<file path="src/rtl/roi_pkg.sv">
// Shared types and constants for the ROI window overlay controller.
package roi_pkg;

  localparam int XW = 11;
  localparam int YW = 10;

  localparam logic [XW-1:0] X1_RST = 11'd10;
  localparam logic [XW-1:0] X2_RST = 11'd110;
  localparam logic [YW-1:0] Y1_RST = 10'd10;
  localparam logic [YW-1:0] Y2_RST = 10'd80;

  typedef enum logic {
    IDLE = 1'b0,
    HOLD = 1'b1
  } state_t;

  typedef struct packed {
    logic [XW-1:0] x1;
    logic [XW-1:0] x2;
    logic [YW-1:0] y1;
    logic [YW-1:0] y2;
  } bounds_t;

  localparam bounds_t BOUNDS_RST = {X1_RST, X2_RST, Y1_RST, Y2_RST};

  function automatic logic bounds_legal(input bounds_t b);
    return (b.x1 <= b.x2) && (b.y1 <= b.y2);
  endfunction

  // Inclusive on all four edges; no wrap-around.
  function automatic logic in_window(input bounds_t b, input logic [XW-1:0] x,
                                     input logic [YW-1:0] y);
    return (x >= b.x1) && (x <= b.x2) && (y >= b.y1) && (y <= b.y2);
  endfunction

endpackage

</file>
<file path="src/rtl/roi_window_ctrl_if.sv">
// Bounds-update request bus from the two requesters (0 = UI, 1 = tracker).
interface roi_window_ctrl_if;
  import roi_pkg::*;

  logic [1:0]      req_valid;
  logic [1:0]      req_ready;
  logic [2*XW-1:0] req_x1;
  logic [2*XW-1:0] req_x2;
  logic [2*YW-1:0] req_y1;
  logic [2*YW-1:0] req_y2;

  modport master (output req_valid, req_x1, req_x2, req_y1, req_y2, input req_ready);
  modport slave  (input req_valid, req_x1, req_x2, req_y1, req_y2, output req_ready);

endinterface

</file>
<file path="src/rtl/roi_rr_arb2.sv">
// Two-way round-robin arbiter; a tie goes to the requester not granted last.
module roi_rr_arb2 (
  input  logic       clk,
  input  logic       reset,
  input  logic [1:0] valid,
  input  logic       gate,
  output logic [1:0] gnt
);

  logic last_gnt_reg;

  always_comb begin
    gnt = 2'b00;
    if (gate) begin
      if (valid == 2'b11) gnt = last_gnt_reg ? 2'b01 : 2'b10;
      else                gnt = valid;
    end
  end

  // Any grant is a completed handshake because ready is the grant itself.
  always_ff @(posedge clk or posedge reset) begin
    if (reset)     last_gnt_reg <= 1'b1;
    else if (|gnt) last_gnt_reg <= gnt[1];
  end

endmodule

</file>
<file path="src/rtl/roi_window_ctrl.sv">
// ROI window controller: arbitrates bound updates, commits them at frame start,
// and produces the registered overlay flag for the pixel pipeline.
module roi_window_ctrl
  import roi_pkg::*;
(
  input  logic             clk,
  input  logic             reset,
  input  logic             en,
  input  logic [XW-1:0]    gr_x,
  input  logic [YW-1:0]    gr_y,
  roi_window_ctrl_if.slave req,
  output logic             pending,
  output logic             err,
  output logic             commit,
  output logic             outg
);

  state_t  state_reg, state_next;
  bounds_t active_reg, shadow_reg;
  bounds_t req_arr [2];
  bounds_t req_b, eff_b;
  logic [1:0] gnt;
  logic fs, accept, legal, hold_fs;
  logic err_reg, commit_reg, outg_reg;

  assign fs = en && (gr_x == '0) && (gr_y == '0);

  roi_rr_arb2 u_arb (
    .clk   (clk),
    .reset (reset),
    .valid (req.req_valid),
    .gate  (state_reg == IDLE),
    .gnt   (gnt)
  );

  assign req.req_ready = gnt;

  for (genvar gi = 0; gi < 2; gi++) begin : g_unpack
    assign req_arr[gi] = {req.req_x1[gi*XW +: XW], req.req_x2[gi*XW +: XW],
                          req.req_y1[gi*YW +: YW], req.req_y2[gi*YW +: YW]};
  end

  assign req_b   = req_arr[gnt[1]];
  assign accept  = |(req.req_valid & gnt);
  assign legal   = bounds_legal(req_b);
  assign hold_fs = (state_reg == HOLD) && fs;

  // The commit pixel itself is already drawn with the incoming bounds.
  assign eff_b = hold_fs ? shadow_reg : active_reg;

  always_comb begin
    state_next = state_reg;
    case (state_reg)
      IDLE:    if (accept && legal) state_next = HOLD;
      HOLD:    if (fs) state_next = IDLE;
      default: state_next = IDLE;
    endcase
  end

  always_ff @(posedge clk or posedge reset) begin
    if (reset) begin
      state_reg  <= IDLE;
      active_reg <= BOUNDS_RST;
      shadow_reg <= BOUNDS_RST;
      err_reg    <= 1'b0;
      commit_reg <= 1'b0;
      outg_reg   <= 1'b0;
    end else begin
      state_reg  <= state_next;
      err_reg    <= accept && !legal;
      commit_reg <= hold_fs;
      outg_reg   <= en && in_window(eff_b, gr_x, gr_y);
      if (accept && legal) shadow_reg <= req_b;
      if (hold_fs)         active_reg <= shadow_reg;
    end
  end

  assign pending = (state_reg == HOLD);
  assign err     = err_reg;
  assign commit  = commit_reg;
  assign outg    = outg_reg;

endmodule

</file>
<file path="src/flat_wrapper.sv">
// flat-port wrapper written by rule: the top's interface ports become plain ports
module roi_window_ctrl_flat import roi_pkg::*;
  (clk, reset, en, gr_x, gr_y, pending, err, commit, outg, req_req_valid, req_req_x1, req_req_x2, req_req_y1, req_req_y2, req_req_ready);
  roi_window_ctrl_if req_i ();
  input  logic clk;
  input  logic reset;
  input  logic en;
  input  logic [XW-1:0] gr_x;
  input  logic [YW-1:0] gr_y;
  output logic pending;
  output logic err;
  output logic commit;
  output logic outg;
  input wire logic [$bits(req_i.req_valid)-1:0] req_req_valid;
  input wire logic [$bits(req_i.req_x1)-1:0] req_req_x1;
  input wire logic [$bits(req_i.req_x2)-1:0] req_req_x2;
  input wire logic [$bits(req_i.req_y1)-1:0] req_req_y1;
  input wire logic [$bits(req_i.req_y2)-1:0] req_req_y2;
  output wire logic [$bits(req_i.req_ready)-1:0] req_req_ready;
  assign req_i.req_valid = req_req_valid;
  assign req_i.req_x1 = req_req_x1;
  assign req_i.req_x2 = req_req_x2;
  assign req_i.req_y1 = req_req_y1;
  assign req_i.req_y2 = req_req_y2;
  assign req_req_ready = req_i.req_ready;
  roi_window_ctrl u_core (.clk(clk), .reset(reset), .en(en), .gr_x(gr_x), .gr_y(gr_y), .req(req_i), .pending(pending), .err(err), .commit(commit), .outg(outg));
endmodule
</file>
<file path="config.mk">
export PLATFORM = sky130hd
export DESIGN_NAME = roi_window_ctrl_flat
export DESIGN_NICKNAME = d
export VERILOG_FILES = /design/src/rtl/roi_pkg.sv /design/src/rtl/roi_window_ctrl_if.sv /design/src/rtl/roi_rr_arb2.sv /design/src/rtl/roi_window_ctrl.sv /design/src/flat_wrapper.sv
export SDC_FILE = /design/constraint.sdc
export NUM_CORES = 1
export LEC_CHECK = 0
export ABC_AREA = 0
export CAP_MARGIN = 20
export CORE_MARGIN = 2
export CORE_UTILIZATION = 50
export DETAILED_ROUTE_END_ITERATION = 8
export DONT_BUFFER_PORTS = 1
export PLACE_DENSITY_LB_ADDON = 0.25
export SETUP_SLACK_MARGIN = 0.5
export SYNTH_ARGS = -nofsm -noshare
export SYNTH_HDL_FRONTEND = slang
export SYNTH_HIERARCHICAL = 1
export SYNTH_SLANG_ARGS = --single-unit
</file>
<file path="constraint.sdc">
create_clock -name clk -period 8.8 [get_ports clk]
set_input_delay 1.76 -clock clk [delete_from_list [all_inputs] [get_ports clk]]
set_output_delay 1.76 -clock clk [all_outputs]
set_load 0.01 [all_outputs]
</file>
# Word-level counts from Yosys, hierarchy flattened
# Cells that the tools add are included.
dict set report word_totals {
  word_cells 49
  inputBits 110
  output_inout_bits 6
  reg_bits 89
}
dict set report classes {
  n_eq_ne 1
  muxes 10
  reduce_logical 15
  order_cmp 7
  n_bitwise 3
}
# op count
set ops {}
lappend ops {{$mux 42} 4}
lappend ops {{$le 11x11->1} 2}
lappend ops {{$le 10x10->1} 2}
lappend ops {{$ge 11x11->1} 1}
lappend ops {{$logic_not 11->1} 1}
lappend ops {{$ge 10x10->1} 1}
lappend ops {{$logic_and 1x1->1} 10}
lappend ops {{$logic_not 10->1} 1}
lappend ops {{$mux 2} 3}
lappend ops {{$reduce_or 2->1} 2}
lappend ops {{$and 2x2->2} 1}
lappend ops {{$eq 2x2->1 const B} 1}
lappend ops {{$ge 2x2->1 const B} 1}
lappend ops {{$mux 1} 2}
lappend ops {{$not 1->2} 1}
lappend ops {{$pmux 1 s2} 1}
lappend ops {{$logic_not 1->1} 1}
lappend ops {{$not 1->1} 1}

# Longest topological paths before layout
# Gate-level depths: netlist of run 1.
dict set report logic_depth {
  ltp_word 12
  depth_mapped 15
  mapped_depth_nobuf 13
}

# Hierarchy
# The synthesis of run 1 kept the hierarchy.
# mod seq_area_each_um2 cells_per_inst area_each_um2 instances
set by_module_without_submodules {}
lappend by_module_without_submodules {roi_window_ctrl 2229.6 460 5303.8 1}
lappend by_module_without_submodules {roi_rr_arb2 26.3 9 66.3 1}

# Worst setup path after synthesis of run 1
# No wires, ideal clock.
dict set report synth_path {
  kind {input to register}
  start {in req_req_valid[1]}
  end {reg u_core/shadow_reg[17] (netlist name)}
  path_stages 13
  slack_ps 3698
  n_path_buf 4
  setup_ps 125
  required_ps 8675
  arrival_time_ps 4976
  cell_sequence {nand2_1 > a21oi_1 > clkbuf_1 > buf_1 > buf_2 > mux2i_1 > ha_1 > a21o_1 > a21o_1 > a2111oi_4 > o221ai_4 > buf_6 > mux2_4}
}
dict set report synth_via {
  elab_chain_len 10
  word_cells_on_any_way 13
  classes_between {2 x order compare; 1 x eq/ne; 5 x mux; 2 x bitwise; 3 x reduce/logical}
}
# element line_no
set synth_rtl {}
lappend synth_rtl {{start, declared} flat_wrapper.sv:14} ;# input wire logic [$bits(req_i.req_valid)-1:0] req_req_valid;
lappend synth_rtl {{$eq 2x2->1} roi_rr_arb2.sv:15} ;# if (valid == 2'b11) gnt = last_gnt_reg ? 2'b01 : 2'b10;
lappend synth_rtl {{$mux 2 *} roi_rr_arb2.sv:15}
lappend synth_rtl {{$mux 2 *} roi_rr_arb2.sv:14} ;# if (gate) begin
lappend synth_rtl {{named net req_req_ready[1]} flat_wrapper.sv:19} ;# output wire logic [$bits(req_i.req_ready)-1:0] req_req_ready;
lappend synth_rtl {{$not 1->2 (implied by the code)} roi_window_ctrl.sv:43} ;# assign req_b = req_arr[gnt[1]];
lappend synth_rtl {{$mux 42 (implied by the code) (3 in a row)} roi_window_ctrl.sv:43}
lappend synth_rtl {{$le 11x11->1 or $le 10x10->1 (tied branches)} roi_pkg.sv:27} ;# return (b.x1 <= b.x2) && (b.y1 <= b.y2);
lappend synth_rtl {{$logic_and 1x1->1} roi_pkg.sv:27}
lappend synth_rtl {{$logic_and 1x1->1} roi_window_ctrl.sv:73} ;# if (accept && legal) shadow_reg <= req_b;
lappend synth_rtl {{end signal, assigned} roi_window_ctrl.sv:73}
lappend synth_rtl {{end, declared} roi_window_ctrl.sv:19} ;# bounds_t active_reg, shadow_reg;
# Mark *: on every way through the listed nets, which the timed path passes. The rest lies on a longest branch. The select of a mux whose other input is x is not followed.
# A chain may end at the register's enable or synchronous reset.

==> results of run 1 <==
[cells in the mapped netlist, types with 2 or more instances]
master     instances  share of area
buf_6              2         0.0042
nor2_1             4         0.0028
a21o_1             5         0.0070
nand4_1            6         0.0070
nor3_1             2         0.0019
dfrtp_1           66           0.31
nand3_1            5         0.0047
o22ai_1            2         0.0023
o221ai_1           2         0.0033
mux2_4            17          0.048
ha_1              63           0.15
buf_2              7         0.0065
a211oi_1           4         0.0056
a31oi_1            2         0.0023
nor2b_1            3         0.0035
and4_1             3         0.0049
a21oi_1           21          0.020
nand2_1           29          0.020
nor4_1             5         0.0058
inv_1             50          0.035
mux2i_1           52          0.097
a2111oi_4          2          0.010
clkbuf_1           5         0.0035
o21a_1             5         0.0070
dfstp_2           23           0.11
mux2_2            36          0.075
and3_1             2         0.0023
o21ai_0           31          0.029
a21boi_0           2         0.0028
[cell usage in the layout, fill, tap and decap left out, types with 3 or more instances in the layout]
| cell type | count |
|---|---|
| buf_4 | 4 |
| nand4_1 | 6 |
| nor2_1 | 3 |
| o21ai_0 | 31 |
| o21a_1 | 5 |
| nor2b_1 | 3 |
| clkbuf_1 | 4 |
| mux2_4 | 17 |
| clkbuf_8 | 10 |
| a211oi_1 | 4 |
| and4_1 | 3 |
| nor4_1 | 5 |
| dfstp_2 | 23 |
| a21oi_1 | 20 |
| nand2_1 | 29 |
| a21o_1 | 5 |
| ha_1 | 63 |
| nand3_1 | 5 |
| mux2_2 | 36 |
| inv_1 | 49 |
| dfrtp_1 | 66 |
| mux2i_1 | 52 |
[worst max path at each step]
stage	start	endpoint	slack (ns)	cells after the start
2_1_floorplan	req_req_valid[1]	u_core/shadow_reg[17]	3.70	13
3_3_place_gp	req_req_valid[1]	u_core/shadow_reg[37]	2.87	11
3_5_place_dp	req_req_valid[1]	u_core/shadow_reg[39]	2.78	11
4_1_cts	req_req_valid[1]	u_core/shadow_reg[39]	3.17	11
5_1_grt	req_req_valid[1]	u_core/shadow_reg[39]	2.92	11
6_report	req_req_valid[1]	u_core/shadow_reg[37]	3.14	11
[report_power, final]
part,internal [mW],leakage (nW),switching [mW],total [mW]
Clock,0.109,0.0805,0.134,0.243
Sequential,0.409,1.15,0.0000959,0.409
Combinational,0.0310,1.49,0.0430,0.0740
Total,0.549,2.72,0.177,0.727
[per-layer routing]
metal / track usage / share of wire
met5: 0 / 0
met4: 0.0733 / 0.023
met3: 0.0720 / 0.062
met2: 0.342 / 0.48
met1: 0.270 / 0.44
[worst register-to-register path: stages (launching register included)]
cell,delay (ns)
dfrtp_1,0.46
inv_1,0.23
nand2_1,0.16
a21oi_4,0.63
buf_4,0.45
mux2_2,0.42
ha_1,0.32
nand2_1,0.05
o21ai_0,0.45
o22ai_1,0.26
o221ai_4,0.51
buf_4,0.57
mux2_2,0.41
[logic make-up after synthesis]
logic type      synth area share
simple gates              0.0585
flops                      0.420
compound gates             0.105
mux                        0.220
fa+ha+maj                  0.147
buf+inv                   0.0499
[final cells by class]
cell class	instances	share of cell area
flip-flops and latches	89	0.396
clock inverters	1	0.000879
multi-input cells	315	0.503
clock buffers	14	0.0268
repair buffers	5	0.0101
inverters	50	0.0332
well taps	136	0.0299
==> out/results.ini, run 1 <==
[worst_setup_path]
start_kind = input port
critPathRequiredTime_ns = 9.05
critPathMaxStageDelay_ns = 0.63
crit_buf_inv = 2
cp_max_fo = 47
worstReg2RegStart = u_core/pending
crit_arrival_ns = 5.91
r2r_cells = 12
critPathCaptureType = register
crit_path_top_delay_cell = a21oi_4
r2r_end = u_core/shadow_reg[37]
r2r_slack_ns = 3.77
critPathTopFamily = compound AO/OA/AOI/OAI gates
worstPathCellList = nand2_1 > a21oi_4 > buf_4 > mux2_2 > ha_1 > nand2_1 > o21ai_0 > o22ai_1 > o221ai_4 > buf_4 > mux2_2
crit_type = input port to register

[synth]
synth_cells = 469
ys_ff_latch = 89
synth_edf_count = 0
ys.flop_type = dfrtp_1
yosys_warnings = 6
syn_area_um2 = 5370
syn-num-nets = 642
syn_avg_cell_area_um2 = 11.5
synthArstFlopShare = 1.00
ys_types = 42
yosysSeqAreaShare = 0.420

[routing]
routed_wirelength_um = 11700
drcViolationCount = 0
vias_per_cell = 5.72
first_iter_violations = 129
wl_per_cell_um = 19.3
first_pass_iters = 4
ant_nets = 0
vias = 3488

[final_layout]
fin_cells = 610
multiInputGateArea_um2 = 2870
layout.nets = 643
seqCellArea_um2 = 2260
antenna_cells = 0
fin_area_um2 = 5700
drive_gt1_frac = 0.209
syn2layout_area_growth_pct = 6.06
post-route-util = 0.549
fill_cells = 956

[global_route]
track_usage = 0.214
grt_start_max_net_pins = 89
grt_first_pass_wirelength_um = 18400
grt_pass1_vias = 3564
grt_antenna_before_repair = 0
grt_overflow = 0

[power_and_ir_drop]
peakVddDrop_mv = 0.0891
p_total_mw = 0.727
powerDensity_nw_per_um2 = 128
cellLeakagePower_nw = 2.72

[placement]
dpl.hpwl_um = 9130
dpl_cell_area_um2 = 5510
pre_cts_slack_ns = 2.78
io_buffers = 0
place_inst = 594
place.gp.congestion = 0.860

[clocking]
cts_tree = yes
clkTransAtPathRegs_ns = 0.08
htreeDepth = 3
cts_buffer_depth = 2
cts_resized = 0
ctsHoldBuffers = 0
cts_made_buffers = 9
root_buffer = clkbuf_8
clock_latency_ns = 0.37
post_cts_buffers = 0
cts_sinks = 89

[worst_hold_path]
min-delay-start = u_core/shadow_reg[4]
hold_class = register to register
whs_endpoint = u_core/shadow_reg[4]
whs_path_depth = 2

[flow_run]
cap_viol_max_count = 0

[sta]
fin_ws_ns = 3.14
max_freq_mhz = 177
final.setup_skew_ns = 0.0104
hold_violations = 0
rsz0062_at_grt = false
min_period_ns = 5.66
tns_ns = 0
finalHoldWorstSlack_ns = 0.486
setup-violations-final = 0
period_share = 0.643
slew_headroom = 0.481
tightest_slew_ns = 0.777
slew_viol_final = 0

[die]
die-area_um2 = 11600
start_util = 0.518
ioPinCount = 116
fp-row-count = 37
die_h_um = 108
fp.dieW_um = 108
core_region_area_um2 = 10400

[outcome]
status = finished clean

Note: power is estimated with default switching activity, not from simulation.
==> inputs of run 2 (changes only) <==
clock period = 5.2 ns   (was 8.8 ns; I/O delays follow)
==> run 2 against run 1 <==
Net effect: global-route usage fell by 0.41 points; sequential share of layout area down 0.31 points; sequential cell count did not move; critical path depth grew 1; design area grew 0.79%; highest routed layer unchanged; power increased by 77%; combinational power grew 62%; non-clock buffer count increased by 2; cell count rose by 0.49%; clock skew is 0.0017 ns lower; die area unchanged; register-to-register slack worse by 2.6 ns.
==> out/results.ini, run 2 (synthesis results as in run 1) <==
[routing]
vias_per_cell = 5.59  ; -2.2%
ant_nets = 0  ; unchanged
first_pass_iters = 4  ; unchanged
drcViolationCount = 0  ; unchanged
vias = 3427  ; -1.7%
first_iter_violations = 120  ; -7.0%
wl_per_cell_um = 18.8  ; -2.5%
routed_wirelength_um = 11500  ; -2.1%

[final_layout]
layout_common_cells = dfrtp_1 (66), ha_1 (63), mux2i_1 (52)
drive_gt1_frac = 0.220  ; +0.0113
fill_cells = 911  ; -4.7%
layout.nets = 645  ; +0.31%
multiInputGateArea_um2 = 2870  ; unchanged
final_common_cell = dfrtp_1
syn2layout_area_growth_pct = 6.90
post-route-util = 0.554  ; +0.00434
seqCellArea_um2 = 2260  ; unchanged
antenna_cells = 0  ; unchanged

[clocking]
clock_latency_ns = 0.36  ; about the same
cts_buffer_depth = 2  ; unchanged
cts_sinks = 89  ; unchanged
root_buffer = clkbuf_8
cts_resized = 0  ; unchanged
cts_tree = yes
clkTransAtPathRegs_ns = 0.08  ; about the same
htreeDepth = 3  ; unchanged
post_cts_buffers = 0  ; unchanged
ctsHoldBuffers = 0  ; unchanged
cts_made_buffers = 9  ; unchanged

[sta]
tns_ns = 0  ; unchanged
slew_headroom = 0.449  ; -0.0323
tightest_slew_ns = 0.827  ; +0.0502 ns
max_freq_mhz = 251
setup-violations-final = 0  ; unchanged
period_share = 0.767
final.setup_skew_ns = 0.00871  ; -0.00172 ns
hold_violations = 0  ; unchanged
rsz0062_at_grt = false
slew_viol_final = 0  ; unchanged
min_period_ns = 3.99

[die]
fp.dieW_um = 108  ; unchanged
fp-row-count = 37  ; unchanged
ioPinCount = 116  ; unchanged
die_h_um = 108  ; unchanged
core_region_area_um2 = 10400  ; unchanged
die-area_um2 = 11600  ; unchanged
start_util = 0.518  ; unchanged

[power_and_ir_drop]
peakVddDrop_mv = 0.0999  ; +12%
p_int_mw = 0.966  ; +76%
combPwrFrac = 0.093  ; -0.009
cellLeakagePower_nw = 2.74  ; +0.78%
clkPwrFrac = 0.368  ; +0.033
p_switching_mw = 0.321  ; +81%
seq_power_share = 0.538  ; -0.025
netSwitchingFraction = 0.249  ; +0.00529
powerDensity_nw_per_um2 = 224  ; +76%

[worst_setup_path]
r2r_cells = 12  ; unchanged
crit_type = register to register
critPathMaxStageDelay_ns = 0.53  ; -0.10 ns
crit_path_top_delay_cell = o21ai_0
path_depth = 12  ; +1
critPathTopFamily = compound AO/OA/AOI/OAI gates
critPathRequiredTime_ns = 5.45  ; -3.60 ns
crit_buf_inv = 3  ; +1
worstPathCellList = inv_1 > nand2_1 > a21oi_4 > buf_4 > mux2_2 > ha_1 > nand2_1 > o21ai_0 > o22ai_1 > o221ai_4 > buf_12 > mux2_2
critPathCaptureType = register
crit_arrival_ns = 4.24  ; -1.67 ns
cp_max_fo = 46  ; -2.1%
start_kind = register

[global_route]
grt_antenna_before_repair = 0  ; unchanged
grt_start_max_net_pins = 47  ; -47%
grt_pass1_vias = 3663  ; +2.8%
track_usage = 0.209  ; -0.00409
grt_first_pass_wirelength_um = 18400  ; -0.11%
grt_overflow = 0  ; unchanged

[placement]
io_buffers = 0  ; unchanged
dpl.hpwl_um = 9100  ; -0.34%
place.gp.congestion = 0.918  ; +6.8%

[flow_run]
cap_viol_max_count = 0  ; unchanged

[outcome]
status = finished clean

[worst_hold_path]
hold_class = register to register
whs_path_depth = 2  ; unchanged

## run 2: metrics by stage
stage | worst slack (ns) | power, mW | std cells | cell area (um2) | hold slack (ns)
after CTS | 1.14 | 1.31 | 613 | 5740 | 0.495
after floorplan | 0.818 | 0.797 | 469 | 5370 | 0.444
after global routing | 0.967 | 1.35 | 613 | 5740 | 0.507
after detailed placement | 0.823 | 0.826 | 597 | 5550 | 0.473
final | 1.21 | 1.29 | 613 | 5740 | 0.490
after global placement | 0.906 | 0.823 | 597 | 5550 | 0.468
## run 2: final timing paths
path                                  startpoint                         to  slack [ns]
max in group asynchronous                  reset       u_core/active_reg[6]        3.47
setup reg to reg                  u_core/pending      u_core/shadow_reg[38]        1.21
setup / recovery                  u_core/pending      u_core/shadow_reg[38]        1.21
hold reg to reg            u_core/active_reg[19]      u_core/active_reg[19]        0.49
hold / removal             u_core/active_reg[19]      u_core/active_reg[19]        0.49
min in group asynchronous                  reset  u_core/u_arb/last_gnt_reg        0.55
## run 2: metal layers
layer / vias up / GRT usage / share of wire / wire length (um)
met5: - / 0 / 0 / 0
met4: 0 / 0.0659 / 0.017 / 200
met3: 18 / 0.0563 / 0.064 / 737
met2: 105 / 0.361 / 0.49 / 5610
met1: 1625 / 0.255 / 0.43 / 4960
li1: 1679 / - / - / -
## run 2: power groups by stage
stage,registers (mW),logic [mW],clock network (mW)
floorplan,0.706,0.0915,0
global placement,0.706,0.117,0
detailed placement,0.706,0.121,0
CTS,0.693,0.122,0.491
global route,0.693,0.140,0.517
finish,0.693,0.120,0.474
## run 2: worst min-delay path, stage by stage, from the launching register on
cell and delay, ns:
dfrtp_1 0.33, mux2i_1 0.08, inv_1 0.06
## run 2: final cells by class
cell class	instances	area share
clock inverters	6	0.0118
repair buffers	7	0.0113
inverters	50	0.0329
well taps	136	0.0296
flip-flops and latches	89	0.393
clock buffers	10	0.0222
multi-input cells	315	0.499
